===== src/rtl/wormhole_switch_allocator.sv =====
// Per-outport wormhole switch allocator: round-robin among head flits, holds the outport for
// the winning inport until its tail crosses, with a sticky watchdog for starved locks.
module wormhole_switch_allocator #(
    parameter int unsigned STALL_LIMIT = 256
) (
    input  logic        clk_i,
    input  logic        rst_i,
    input  logic [4:0]  req_valid_i,
    input  logic [24:0] req_outport_i,
    input  logic [4:0]  req_head_i,
    input  logic [4:0]  req_tail_i,
    input  logic [4:0]  downstream_on_i,
    output logic [4:0]  sa_grant_o,
    output logic [24:0] xbar_sel_o,
    output logic [4:0]  outport_busy_o,
    output logic [4:0]  stall_err_o
);

    localparam int CW = $clog2(STALL_LIMIT + 1);

    typedef enum logic {S_IDLE, S_LOCKED} lock_state_e;

    lock_state_e   state_q [5];
    lock_state_e   state_d [5];
    logic [2:0]    owner_q [5];
    logic [2:0]    owner_d [5];
    logic [2:0]    rr_q    [5];
    logic [2:0]    rr_d    [5];
    logic [CW-1:0] cnt_q   [5];
    logic [CW-1:0] cnt_d   [5];
    logic [4:0]    err_q;
    logic [4:0]    err_d;

    logic [4:0]    req_ok;
    logic [4:0]    tgt     [5];
    logic [4:0]    sel     [5];
    logic [2:0]    win     [5];
    logic          found   [5];

    function automatic logic onehot5(input logic [4:0] v);
        return (v != 5'd0) && ((v & (v - 5'd1)) == 5'd0);
    endfunction

    function automatic logic [2:0] wrap5(input logic [3:0] v);
        return (v >= 4'd5) ? 3'(v - 4'd5) : v[2:0];
    endfunction

    always_comb begin
        for (int i = 0; i < 5; i++) begin
            req_ok[i] = req_valid_i[i] && onehot5(req_outport_i[5*i +: 5]);
        end
        for (int o = 0; o < 5; o++) begin
            state_d[o] = state_q[o];
            owner_d[o] = owner_q[o];
            rr_d[o]    = rr_q[o];
            cnt_d[o]   = cnt_q[o];
            sel[o]     = 5'd0;
            win[o]     = 3'd0;
            found[o]   = 1'b0;
            for (int i = 0; i < 5; i++) begin
                tgt[o][i] = req_ok[i] && req_outport_i[5*i + o];
            end

            if (rst_i && downstream_on_i[o]) begin
                if (state_q[o] == S_IDLE) begin
                    for (int k = 0; k < 5; k++) begin
                        if (!found[o] && tgt[o][wrap5(4'(rr_q[o]) + 4'(k))]
                            && req_head_i[wrap5(4'(rr_q[o]) + 4'(k))]) begin
                            found[o] = 1'b1;
                            win[o]   = wrap5(4'(rr_q[o]) + 4'(k));
                        end
                    end
                    if (found[o]) sel[o][win[o]] = 1'b1;
                end else if (tgt[o][owner_q[o]] && !req_head_i[owner_q[o]]) begin
                    sel[o][owner_q[o]] = 1'b1;
                end
            end

            if (state_q[o] == S_IDLE) begin
                if (found[o]) begin
                    rr_d[o] = wrap5(4'(win[o]) + 4'd1);
                    if (!req_tail_i[win[o]]) begin
                        state_d[o] = S_LOCKED;
                        owner_d[o] = win[o];
                    end
                end
            end else if (sel[o] != 5'd0) begin
                cnt_d[o] = '0;
                if (req_tail_i[owner_q[o]]) state_d[o] = S_IDLE;
            end else if (cnt_q[o] < CW'(STALL_LIMIT)) begin
                // downstream-off cycles still count toward starvation
                cnt_d[o] = cnt_q[o] + CW'(1);
            end
            err_d[o] = err_q[o] | (cnt_d[o] == CW'(STALL_LIMIT));
        end
    end

    always_comb begin
        sa_grant_o = 5'd0;
        for (int o = 0; o < 5; o++) begin
            xbar_sel_o[5*o +: 5] = sel[o];
            outport_busy_o[o]    = (state_q[o] == S_LOCKED);
            sa_grant_o           = sa_grant_o | sel[o];
        end
    end

    assign stall_err_o = err_q;

    always_ff @(posedge clk_i) begin
        if (!rst_i) begin
            for (int o = 0; o < 5; o++) begin
                state_q[o] <= S_IDLE;
                owner_q[o] <= 3'd0;
                rr_q[o]    <= 3'd0;
                cnt_q[o]   <= '0;
            end
            err_q <= 5'd0;
        end else begin
            for (int o = 0; o < 5; o++) begin
                state_q[o] <= state_d[o];
                owner_q[o] <= owner_d[o];
                rr_q[o]    <= rr_d[o];
                cnt_q[o]   <= cnt_d[o];
            end
            err_q <= err_d;
        end
    end

endmodule


===== config.mk =====
export PLATFORM = sky130hd
export DESIGN_NAME = wormhole_switch_allocator
export DESIGN_NICKNAME = d
export VERILOG_FILES = /design/src/rtl/wormhole_switch_allocator.sv
export SDC_FILE = /design/constraint.sdc
export NUM_CORES = 1
export LEC_CHECK = 0
export ABC_CLOCK_PERIOD_IN_PS = 9000
export CORE_UTILIZATION = 50
export CTS_CLUSTER_DIAMETER = 40
export DETAILED_ROUTE_END_ITERATION = 10
export HOLD_SLACK_MARGIN = 0.08
export PLACE_DENSITY_LB_ADDON = 0.12
export SLEW_MARGIN = 20
export SYNTH_ARGS = -nofsm -noshare
export SYNTH_HDL_FRONTEND = slang
export SYNTH_SLANG_ARGS = --single-unit
export TNS_END_PERCENT = 10

===== constraint.sdc =====
create_clock -name clk_i -period 9 [get_ports clk_i]
set_clock_uncertainty 0.05 [all_clocks]
set_input_delay 1.8 -clock clk_i [delete_from_list [all_inputs] [get_ports clk_i]]
set_output_delay 1.8 -clock clk_i [all_outputs]
set_load 0.01 [all_outputs]

==> Word-level counts from Yosys, hierarchy flattened <==
Memories as Yosys holds them, arrays and structs flattened.
Cells that the tools add are included.
{ "word_totals": {"register_bits": 5, "latch_bits": 0, "mem_bits_rw": 80, "mem_bits_ro": 0, "input_bits": 47, "out_inout_bits": 40, "elab_cells": 761, "memories": 4} }
{ "memory_table": {"columns": ["memory", "words", "word_bits", "rd", "rd_clocked_by_memory_dff", "write_ports", "line", "source"], "rows": [
  ["cnt_q", 5, 9, 5, 0, 5, "29", "logic [CW-1:0] cnt_q [5];"],
  ["owner_q", 5, 3, 5, 0, 5, "25", "logic [2:0] owner_q [5];"],
  ["rr_q", 5, 3, 5, 0, 5, "27", "logic [2:0] rr_q [5];"],
  ["state_q", 5, 1, 5, 0, 5, "23", "lock_state_e state_q [5];"]
]} }
{ "classes": {"addsub": 65, "multipliers": 0, "div_mod_pow": 0, "magnitude_cmp": 85, "eq_ne": 5, "n_shift": 0, "n_mux": 427, "bitwise": 34, "reduce_logical": 140} }
{ "ops": {"columns": ["cell", "count"], "rows": [
  ["3-bit two-way mux", 110],
  ["1-bit binary-select mux with 3-bit select", 70],
  ["1-bit two-way mux", 197],
  ["9-bit two-way mux", 20],
  ["3-bit by 4-bit < comparator with 1-bit output (second input constant)", 40],
  ["4-bit by 3-bit greater-or-equal comparator with 1-bit output (second input constant)", 25],
  ["1-bit logical AND", 100],
  ["5-bit two-way mux", 20],
  ["3-bit subtractor (second input constant)", 30],
  ["5-bit nonzero test", 10],
  ["9-bit by 1-bit adder with 9-bit output (second input constant)", 5],
  ["9-bit == test (second input constant)", 5],
  ["9-bit < comparator (second input constant)", 5],
  ["3-bit by 1-bit adder with 4-bit output (second input constant)", 10],
  ["3-bit by 2-bit adder with 4-bit output (second input constant)", 10],
  ["1-bit demux with 3-bit select", 10],
  ["3-bit by 1-bit greater-or-equal comparator with 1-bit output (second input constant)", 10],
  ["5-bit bitwise AND", 5],
  ["1-bit logical NOT", 25],
  ["5-bit logical NOT", 5],
  ["1-bit bitwise OR", 25],
  ["5-bit by 1-bit subtractor with 5-bit output (second input constant)", 5],
  ["3-bit by 3-bit adder with 4-bit output (second input constant)", 5],
  ["5-bit bitwise OR", 4],
  ["3-bit greater-or-equal comparator (second input constant)", 5]
]} }

==> Longest topological paths before layout <==
Gate-level depths: netlist of run 1.
{ "depth": {"word_depth": 48, "mapped_depth": 20, "mapped_depth_nobuf": 20} }

==> Worst setup path after synthesis of run 1 <==
Ideal clock, no wire load.
{ "synth_path": {"path_kind": "input-to-output", "startpoint": "in req_outport_i[22]", "endpoint": "out sa_grant_o[1]", "arrival_time_ns": 4.952, "required_time_ns": 7.150, "slack_ns": 2.198, "cell_stages": 11, "path_buffers": 1, "cell_sequence": "buf_2 -> nor4b_1 -> a32o_1 -> o2111ai_1 -> or4_1 -> and2_1 -> o311ai_2 -> o32a_1 -> o32ai_1 -> or3_1 -> or3_1"} }
{ "synth_between": {"word_cells_on_any_way": 300, "classes_between": "add/sub (1); order compare (10); mux (200); bitwise (5); reduce/logical (84)"} }
{ "synth_rtl": {"columns": ["element", "line", "source"], "rows": [
  ["from (decl)", "9", "input logic [24:0] req_outport_i,"],
  ["5-bit by 1-bit subtractor with 5-bit output", "41", "return (v != 5'd0) && ((v & (v - 5'd1)) == 5'd0);"],
  ["5-bit bitwise AND", "41", null],
  ["5-bit logical NOT", "41", null],
  ["1-bit logical AND", "41", null],
  ["1-bit logical AND", "50", "req_ok[i] = req_valid_i[i] && onehot5(req_outport_i[5*i +: 5]);"],
  ["1-bit logical AND *", "61", "tgt[o][i] = req_ok[i] && req_outport_i[5*i + o];"],
  ["1-bit binary-select mux with 3-bit select", "67", "if (!found[o] && tgt[o][wrap5(4'(rr_q[o]) + 4'(k))]"],
  ["1-bit two-way mux (implied by the code)", "67", null],
  ["(+29 left out)", null, null],
  ["1-bit logical AND (implied by the code)", "73", "if (found[o]) sel[o][win[o]] = 1'b1;"],
  ["1-bit two-way mux (implied by the code)", "73", null],
  ["1-bit demux with 3-bit select", "73", null],
  ["5-bit two-way mux", "73", null],
  ["5-bit two-way mux *", "65", "if (state_q[o] == S_IDLE) begin"],
  ["5-bit two-way mux *", "64", "if (rst_i && downstream_on_i[o]) begin"],
  ["net xbar_sel_o[11]", "14", "output logic [24:0] xbar_sel_o,"],
  ["5-bit bitwise OR * (3 in a row)", "103", "sa_grant_o = sa_grant_o | sel[o];"],
  ["to (decl)", "13", "output logic [4:0] sa_grant_o,"]
]} }
Mark *: on every way through the listed nets, which the timed path passes. The rest lies on a longest branch. The select of a mux whose other input is x is not followed.

==> Worst setup path after layout of run 1 <==
{ "layout_path": {"startpoint": "in req_outport_i[22]", "endpoint": "out sa_grant_o[1]"} }
{ "layout_between": {"elab_chain_len": 47, "word_cells_on_any_way": 300, "classes_between": "add/sub (1); order compare (10); mux (200); bitwise (5); reduce/logical (84)"} }
{ "layout_rtl": {"columns": ["element", "line"], "rows": [
  ["5-bit by 1-bit subtractor with 5-bit output", "41"],
  ["5-bit bitwise AND", "41"],
  ["5-bit logical NOT", "41"],
  ["1-bit logical AND", "41"],
  ["1-bit logical AND", "50"],
  ["1-bit logical AND", "61"],
  ["1-bit binary-select mux with 3-bit select", "67"],
  ["1-bit two-way mux (implied by the code)", "67"],
  ["(+29 left out)", null],
  ["1-bit logical AND (implied by the code)", "73"],
  ["1-bit two-way mux (implied by the code)", "73"],
  ["1-bit demux with 3-bit select", "73"],
  ["5-bit two-way mux", "73"],
  ["5-bit two-way mux", "65"],
  ["5-bit two-way mux", "64"],
  ["5-bit bitwise OR (3 in a row)", "103"],
  ["5-bit bitwise OR *", "103"]
]} }
Mark *: on every way between the ends. The rest lies on a longest branch, timed or not. The select of a mux whose other input is x is not followed.

==> run metrics, run 1 <==
status complete, no violations; total negative setup slack 0 ps; met1 wire length 16600 um; initial DRC count 1223; Layout area overhead 11.4%; WL final 38300 um; Met3 Routed Length 3180 um; Fin. Hold Viols 0; Pre-antenna DRT Iters 9; commonest non-fill, non-tap cell in the layout nor2_1; Primary FF master, synth dfxtp_1; WP data arrival 6620 ps; routed vias 12700; critical path class in -> out; CTS root buf clkbuf_16; Critical Path RT 7150 ps; Final Instance Area 12700 sq um; largest net degree at the start of global routing 37; remaining global-route overflow 0; initial antenna violation count 1; endpoint type of the worst setup path output port; setup ws final 531 ps; Critical Path Source Type input port; # fillers 2136; Die W 153 um; relative slew slack 0.398; postcts setup bufs 0; clock slew at reported path FFs 60 ps; Max VDD drop 102 uV; met2 WL 17000 um; Synth top area share 0.149; vias per cell 6.55; commonest cells after routing, fill and taps aside 179 x nor2_1, 146 x nand2_1, 106 x a21oi_1; total global-route track usage 0.322; Port Buf Inserts 86; CTS tree built; Clock Latency Late Sink 350 ps; Max Buffers Root-to-Sink 2; Resize count post-CTS 0; Post-synth EDFFs 0; Crit Path Max Fanout 8; HP Class reg -> reg; RSZ-0062 raised after global routing no; Inst Count DP 1924; min cycle time layout 8470 ps; Unique masters post-synth 97; # rows 54; MaxCap Viol Count 0; crit share post-route 0.941; max-slew violation count 0; Post-Syn Area 11400 sq um; Worst-Margin Slew 890 ps; Pwr Total 2.28 mW; post-DP HPWL 29600 um; pre-CTS setup slack 656 ps; CTS buffer count 9; PwrDens 180 nW/um^2; largest area contributor in the netlist dfxtp_1; hold buffers post-CTS 0; full die area 23400 sq um; DRC Markers 0; NumNets Final 1762; Avg Cell Area, Syn 7.05 sq um; first-pass GRT wire length 60800 um; Setup-failing EPs final 0; post-route ant nets 0; FFs w/ async S/R, synth 0; P_leak 4.67 nW; I/O pins 87; share of layout cells above drive strength 1 0.0512; Placed Area 12400 sq um; area of the core 22100 sq um; Warnings, synthesis 0; Final Wtd Congestion 0.978; Routed WL per cell 19.7 um; DIE HEIGHT 153 um; number of global-route vias before repair 11600; syn_nets 1723; synthesized instance count 1616; # clock sinks 85; CTS H-Tree Depth 3; FF+latch count, synth 85; Starting Density 0.515; sequential area share after synthesis 0.149; highest routed metal layer met4; fmax 118 MHz; top post-synthesis cells by area dfxtp_1 15%, ha_1 6.0%, nor2_1 5.9%; final non-filler cell total 1941
## cell type report
cell class,count,area (sq um),share of cell area
antenna,1,2.50,0.000197
inverter,79,297,0.0234
timing repair buffer,97,938,0.0740
clock buffer,12,246,0.0194
sequential,85,1700,0.134
tap,280,350,0.0276
clock inverter,4,31.3,0.00247
multi-input combinational,1383,9120,0.719
## flip-flops by register name, summed over array words and instances (netlist names)
register	count
owner_q	15
stall_err_o	5
rr_q	15
cnt_q	45
state_q	5
## where the power goes
part	leakage (nW)	switching, mW	internal, mW
Combinational	3.85	0.866	0.552
Sequential	0.686	0.0904	0.408
Clock	0.138	0.168	0.197
Total	4.67	1.12	1.16
## through the flow
step	utilization	hold WS [ps]
detailed placement	0.562	412
CTS	0.574	432
finish	0.574	423
global route	0.574	448
global placement	0.562	396
floorplan	-	435
## synth_stat cells, drive strengths merged (22+ instances only)
master	n
nor2	179
nand2	147
a21oi	106
o21ai	94
dfxtp	85
inv	76
clkbuf	57
nand3	56
ha	55
nor3	54
mux2i	47
xnor2	46
nand2b	38
nor2b	36
nand4	32
a211oi	27
a31oi	27
and3	23
o211ai	22
o31ai	22
## final timing paths
path / cells after the start / to / slack (ps) / startpoint
worst max-delay path: 13 / sa_grant_o[1] / 530 / req_outport_i[22]
worst min-delay path: 2 / stall_err_o[0] / 420 / stall_err_o[0]
worst max register to register: 20 / rr_q[1][1] / 3610 / rr_q[1][0]
worst min register to register: 2 / stall_err_o[0] / 420 / stall_err_o[0]
## kinds of logic (layout without fill, tap and decap cells)
| kind of cell | after synthesis | after routing | synth area share |
|---|---|---|---|
| flops | 85 | 85 | 0.149 |
| mux | 61 | 61 | 0.0612 |
| buf+inv | 148 | 192 | 0.0497 |
| compound gates | 487 | 487 | 0.296 |
| fa+ha+maj | 60 | 60 | 0.0692 |
| other cells | 0 | 1 | 0 |
| xor+xnor | 66 | 66 | 0.0508 |
| simple gates | 709 | 709 | 0.324 |
## per-layer routing
metal | global-route usage | vias to the layer above
li1 | - | 6159
met1 | 0.416 | 5935
met2 | 0.510 | 522
met3 | 0.0717 | 98
met4 | 0.148 | 0
met5 | 0 | -
## worst max-delay path: stages
cell	delay (ps)
clkdlybuf4s50_1	660
nor2_1	150
a32o_1	310
o2111ai_1	690
o31ai_1	160
o311a_1	220
or3_1	410
o311ai_2	340
o32a_1	300
o32ai_1	230
or3_1	450
or3_1	310
clkdlybuf4s50_1	570
(Power assumes the default switching activity.)
==> run 2, diff against run 1 <==
Settings changed: ABC_AREA set to 1, MAX_ROUTING_LAYER set to met4, SLEW_MARGIN 20 to not set.
==> run 2 against run 1 <==
Sequential power is 11% higher. Cell area is 7.9% higher. Setup slack better by 580 ps. Synthesized cell count is 33% higher. Flip-flop and latch count stayed put. Critical path type unchanged.
==> run metrics, run 2 <==
vias per cell 5.67 (was 6.55); Critical Path RT 7150 ps (about the same); initial antenna violation count 0 (was 1); first-pass GRT wire length 64300 um (was 60800 um); Post-synth EDFFs 0 (unchanged); Warnings, synthesis 0 (unchanged); Die W 159 um (was 153 um); RSZ-0062 raised after global routing no (unchanged); busiest grt layer met2 (unchanged); Min Hold Slack 409 ps (was 423 ps); Layout area overhead 11.7% (was 11.4%); number of flip-flops in the largest register 45 (unchanged); Setup-failing EPs final 0 (unchanged); WP data arrival 6040 ps (was 6620 ps); endpoint type of the worst setup path output port (unchanged); CTS H-Tree Depth 3 (unchanged); number of global-route vias before repair 12700 (was 11600); Starting Density 0.516 (was 0.515); syn_nets 2262 (was 1723); top post-synthesis cells by count 597 x nand2_1, 273 x inv_1, 244 x nand3_1 (was 179 x nor2_1, 146 x nand2_1, 106 x a21oi_1); post-route ant nets 0 (unchanged); Max VDD drop 237 uV (was 102 uV); Max Buffers Root-to-Sink 2 (unchanged); commonest cells after routing, fill and taps aside 597 x nand2_1, 272 x inv_1, 244 x nand3_1 (was 179 x nor2_1, 146 x nand2_1, 106 x a21oi_1); hold_sp stall_err_o[4] (was stall_err_o[0]); part of the power in registers 0.131 (was 0.219); fmax 127 MHz (was 118 MHz); post-DP HPWL 32700 um (was 29600 um); Clock Latency Late Sink 350 ps (about the same); Setup crit start req_head_i[4] (was req_outport_i[22]); Crit Path Max Fanout 12 (was 8); Net Sw Frac 0.590 (was 0.493); met1 usage 0.448 (was 0.416); top post-synthesis cells by area nand2_1 18%, dfxtp_1 14%, nand3_1 10% (was dfxtp_1 15%, ha_1 6.0%, nor2_1 5.9%); met3 usage 0.0386 (was 0.0717); FF+latch count, synth 85 (unchanged); Placed Area 13400 sq um (was 12400 sq um); Final Wtd Congestion 1.03 (was 0.978); Primary FF master, synth dfxtp_1 (unchanged); full die area 25100 sq um (was 23400 sq um); max-slew violation count 0 (unchanged); Resize count post-CTS 0 (unchanged); share of layout cells above drive strength 1 0.0921 (was 0.0512); Net Sw Power 2.49 mW (was 1.12 mW); min cycle time layout 7890 ps (was 8470 ps); HP Class reg -> reg (unchanged); postcts setup bufs 0 (unchanged); total global-route track usage 0.334 (was 0.322); synthesized instance count 2155 (was 1616); critical path class in -> out (unchanged); I/O pins 87 (unchanged); remaining global-route overflow 0 (unchanged); commonest non-fill, non-tap cell in the layout nand2_1 (was nor2_1); Synth top area share 0.183 (was 0.149); # fillers 2464 (was 2136); largest net degree at the start of global routing 44 (was 37); Fin. Hold Viols 0 (unchanged); Most common cell on crit path nand2_1 (was or3_1); Pre-antenna DRT Iters 5 (was 9); status complete, no violations (unchanged); Critical Path Source Type input port (unchanged); Final Instance Area 13700 sq um (was 12700 sq um); CTS buffer count 9 (unchanged); PwrDens 308 nW/um^2 (was 180 nW/um^2); Unique masters post-synth 67 (was 97); top-count cell post-synth nand2_1 (was nor2_1); MaxCap Viol Count 0 (unchanged); CTS root buf clkbuf_16 (unchanged); Port Buf Inserts 86 (unchanged); sequential area share after synthesis 0.139 (was 0.149); CTS tree built (unchanged); WL final 41100 um (was 38300 um); DRC Markers 0 (unchanged); DIE HEIGHT 159 um (was 153 um); # clock sinks 85 (unchanged); P_leak 6.81 nW (was 4.67 nW); worst r2r src rr_q[2][0] (was rr_q[1][0]); Clock Power Share 0.096 (was 0.160); area of the core 23800 sq um (was 22100 sq um); met2 Resource Use GR 0.514 (was 0.510); FFs w/ async S/R, synth 0 (unchanged); Largest regs cnt_q (45), owner_q (15), rr_q (15) (unchanged); initial DRC count 1450 (was 1223); Comb power frac 0.772 (was 0.621); routed vias 14400 (was 12700); Worst-Margin Slew 891 ps (was 890 ps); hold buffers post-CTS 0 (unchanged); CP max stage delay 820 ps (was 690 ps); clock slew at reported path FFs 70 ps (was 60 ps); Ant. Diodes 0 (was 1); total negative setup slack 0 ps (unchanged); Avg Cell Area, Syn 5.68 sq um (was 7.05 sq um); Pint 1.73 mW (was 1.16 mW); NumNets Final 2329 (was 1762); largest area contributor in the netlist nand2_1 (was dfxtp_1); Post-Syn Area 12200 sq um (was 11400 sq um); # rows 56 (was 54); Crit-path slowest cell nor3_1 (was o2111ai_1); Routed WL per cell 16.2 um (was 19.7 um); Largest Register cnt_q (unchanged); critical path cell sequence clkdlybuf4s50_1 -> buf_4 -> inv_1 -> nor3_1 -> nand4_1 -> nand2_1 -> inv_2 -> nand3_1 -> nand3_1 -> nand2_1 -> nand2_1 -> nor2_4 -> nor2_1 -> nand2_1 -> nand2_1 -> nand2_2 -> nand3_1 -> or3_1 -> clkdlybuf4s50_1 (was clkdlybuf4s50_1 -> nor2_1 -> a32o_1 -> o2111ai_1 -> o31ai_1 -> o311a_1 -> or3_1 -> o311ai_2 -> o32a_1 -> o32ai_1 -> or3_1 -> or3_1 -> clkdlybuf4s50_1); crit share post-route 0.876 (was 0.941); relative slew slack 0.402 (was 0.398)
## run 2: metrics by stage
step | power, mW | util | setup slack [ps] | std cells
after floorplan | 2.90 | - | 3250 | 2155
after global placement | 3.71 | 0.563 | 1200 | 2530
after detailed placement | 3.73 | 0.563 | 1210 | 2530
after CTS | 4.15 | 0.576 | 1210 | 2546
after global routing | 4.62 | 0.576 | 966 | 2546
final | 4.21 | 0.576 | 1110 | 2546
## run 2: cells by family (layout without fill, tap and decap cells)
kind of cell	count (synthesis)	after routing	share of synthesized area
simple gates	1282	1282	0.487
fa+ha+maj	60	60	0.0644
xor+xnor	49	49	0.0350
compound gates	336	336	0.166
buf+inv	343	415	0.109
flops	85	85	0.139
## run 2: path summary, 6_finish.rpt
kind	end	slack, ps	cells past startpoint
hold / removal	stall_err_o[4]	410	2
setup reg to reg	stall_err_o[2]	4380	26
setup / recovery	sa_grant_o[1]	1110	19
hold reg to reg	stall_err_o[4]	410	2
## run 2: layout make-up
type,instances,area (sq um),area share
clock buffers,10,239,0.0175
clock inverters,6,75.1,0.00549
inverters,307,1150,0.0844
multi-input cells,1727,9210,0.673
flip-flops and latches,85,1700,0.124
well taps,319,399,0.0292
repair buffers,92,906,0.0662
## run 2: power groups by stage
stage | Combinational [mW] | Clock [mW] | Sequential (mW)
2_1_floorplan | 2.41 | 0 | 0.486
3_3_place_gp | 3.15 | 0 | 0.559
3_5_place_dp | 3.17 | 0 | 0.558
4_1_cts | 3.19 | 0.413 | 0.549
5_1_grt | 3.63 | 0.425 | 0.564
6_report | 3.25 | 0.406 | 0.553
## run 2: layer usage
metal	share of wire	up-vias
met2	0.43	649
li1	-	7209
met3	0.074	85
met5	0	-
met4	0.032	0
met1	0.46	6498
## run 2: worst max-delay path: cells and delay by family
kind | cells | cell delay (ps)
and+or+nand+nor | 14 | 2590
buffers and inverters | 5 | 1640
==> run 3, diff against run 2 <==
--- a/config.mk
+++ b/config.mk
@@ -8,3 +8,3 @@
 export ABC_AREA = 1
-export ABC_CLOCK_PERIOD_IN_PS = 9000
+export ABC_CLOCK_PERIOD_IN_PS = 6700
 export CORE_UTILIZATION = 50
==> constraint.sdc (replaced) <==
create_clock -name clk_i -period 6.7 [get_ports clk_i]
set_clock_uncertainty 0.05 [all_clocks]
set_input_delay 1.005 -clock clk_i [delete_from_list [all_inputs] [get_ports clk_i]]
set_output_delay 1.005 -clock clk_i [all_outputs]
set_load 0.01 [all_outputs]
==> run 3 against run 2 <==
Critical path depth is 1 higher. Clock power is 29% higher. Register-to-register slack worse by 2300 ps. Die area stayed put. Critical path type is now reg -> out. Largest cell class unchanged.
==> run metrics, run 3 (synthesis results as in run 2) <==
status complete, no violations (unchanged); reg2reg setup slack 2050 ps (was 4380 ps); Max VDD drop 371 uV (was 237 uV); RSZ-0062 raised after global routing no (unchanged); CTS H-Tree Depth 3 (unchanged); Clock Latency Late Sink 360 ps (was 350 ps); crit share post-route 0.891; Min Hold Slack 403 ps (was 409 ps); Starting Density 0.516 (unchanged); CTS buffer count 9 (unchanged); Layout area overhead 11.7% (about the same); vias per cell 5.69 (was 5.67); R2R cell count 24 (was 26); Final Wtd Congestion 1.03 (about the same); # clock sinks 85 (unchanged); number of global-route vias before repair 12900 (was 12700); met2 Resource Use GR 0.527 (was 0.514); remaining global-route overflow 0 (unchanged); CTS tree built (unchanged); Crit Path Max Fanout 13 (was 12); NumNets Final 2331 (was 2329); fmax 167 MHz; I/O pins 87 (unchanged); WP data arrival 4920 ps (was 6040 ps); CP max stage delay 730 ps (was 820 ps); met3 usage 0.0386 (unchanged); # rows 56 (unchanged); Port Buf Inserts 86 (unchanged); Largest Register cnt_q (unchanged); WL final 41600 um (was 41100 um); DRC Markers 0 (unchanged); largest net degree at the start of global routing 58 (was 44); Die W 159 um (unchanged); post-DP HPWL 32400 um (was 32700 um); share of layout cells above drive strength 1 0.0929 (was 0.0921); area of the core 23800 sq um (unchanged); PwrDens 410 nW/um^2 (was 308 nW/um^2); post-route ant nets 0 (unchanged); P_leak 6.81 nW (about the same); Finished Core Util 0.576 (about the same); Resize count post-CTS 0 (unchanged); Routed WL per cell 16.3 um (was 16.2 um); commonest non-fill, non-tap cell in the layout nand2_1 (unchanged); postcts setup bufs 0 (unchanged); Hold EP stall_err_o[4] (unchanged); full die area 25100 sq um (unchanged); initial antenna violation count 0 (unchanged); worst r2r src rr_q[3][0] (was rr_q[2][0]); relative slew slack 0.235 (was 0.402); Crit-path slowest cell dfxtp_1 (was nor3_1); total global-route track usage 0.341 (was 0.334); met1 usage 0.464 (was 0.448); DIE HEIGHT 159 um (unchanged); HP Class reg -> reg (unchanged); Critical Path Source Type flip-flop (was input port); routed vias 14500 (was 14400); Worst-Margin Slew 1150 ps (was 891 ps); Hold Path Depth 2 (unchanged); Most common cell on crit path nand2_1 (unchanged); first-pass GRT wire length 65700 um (was 64300 um); hold_sp stall_err_o[4] (unchanged); Ant. Diodes 0 (unchanged); Fin. Hold Viols 0 (unchanged); critical path cell sequence inv_2 -> ha_1 -> ha_1 -> o21ai_0 -> nand2_1 -> o21ai_0 -> nand3b_1 -> nand2_1 -> nand2_1 -> nand2_1 -> inv_1 -> nand4_4 -> inv_2 -> nand2_1 -> nand2_1 -> nor2_1 -> nand2_1 -> a21oi_1 -> or3_1 -> clkdlybuf4s50_1 (was clkdlybuf4s50_1 -> buf_4 -> inv_1 -> nor3_1 -> nand4_1 -> nand2_1 -> inv_2 -> nand3_1 -> nand3_1 -> nand2_1 -> nand2_1 -> nor2_4 -> nor2_1 -> nand2_1 -> nand2_1 -> nand2_2 -> nand3_1 -> or3_1 -> clkdlybuf4s50_1); Largest regs cnt_q (45), owner_q (15), rr_q (15) (unchanged); initial DRC count 1355 (was 1450); clock slew at reported path FFs 80 ps (was 70 ps); CTS root buf clkbuf_16 (unchanged); endpoint type of the worst setup path output port (unchanged); critical path class reg -> out (was in -> out); Critical Path RT 5640 ps (was 7150 ps); busiest grt layer met2 (unchanged); min cycle time layout 5970 ps; Setup-failing EPs final 0 (unchanged); max-slew violation count 0 (unchanged); number of flip-flops in the largest register 45 (unchanged); reg2reg end stall_err_o[3] (was stall_err_o[2]); total negative setup slack 0 ps (unchanged); commonest cells after routing, fill and taps aside 597 x nand2_1, 272 x inv_1, 244 x nand3_1 (unchanged); Pre-antenna DRT Iters 7 (was 5); Max Buffers Root-to-Sink 2 (unchanged); hold buffers post-CTS 0 (unchanged); MaxCap Viol Count 0 (unchanged)
## run 3: per-stage QoR
stage               cells  instance area, sq um  worst slack, ps  power (mW)
global placement     2532                 13400              997        4.94
detailed placement   2532                 13400              977        4.97
finish               2548                 13700              728        5.61
CTS                  2548                 13700              792        5.52
floorplan            2155                 12200             2390        3.89
global route         2548                 13700              384        6.14
## run 3: worst max-delay path by stage
stage / startpoint / end / cells after the start
after global routing: rr_q[2][0] / sa_grant_o[1] / 23
after global placement: req_outport_i[23] / sa_grant_o[1] / 21
after CTS: rr_q[2][0] / sa_grant_o[1] / 23
after floorplan: rr_q[0][0] / sa_grant_o[1] / 24
final: rr_q[0][0] / sa_grant_o[1] / 20
after detailed placement: req_outport_i[23] / sa_grant_o[1] / 21
## run 3: report_power, final
group	internal, mW	switching [mW]	total [mW]
combinational	1.44	2.90	4.34
clock	0.264	0.258	0.522
sequential	0.575	0.174	0.750
total	2.28	3.34	5.61
## run 3: cell type report
cell class                 count  area [sq um]
fill                        2425         10100
multi-input combinational   1727          9210
sequential                    85          1700
inverter                     307          1150
timing repair buffer          94           921
tap                          319           399
clock buffer                   9           225
clock inverter                 7          75.1
## run 3: worst max-delay path: cells and delay by family, from the launching register on
family / cells / cell delay (ps)
AO/OA/AOI/OAI: 3 / 660
adder cells (fa/ha/maj): 2 / 640
AND/OR/NAND/NOR: 11 / 1530
buffers and inverters: 4 / 980
flip-flops: 1 / 730
## run 3: routing by layer
layer	vias to the layer above	share of wire
met5	-	0
met3	86	0.083
met2	637	0.43
met4	0	0.027
met1	6570	0.46
li1	7208	-
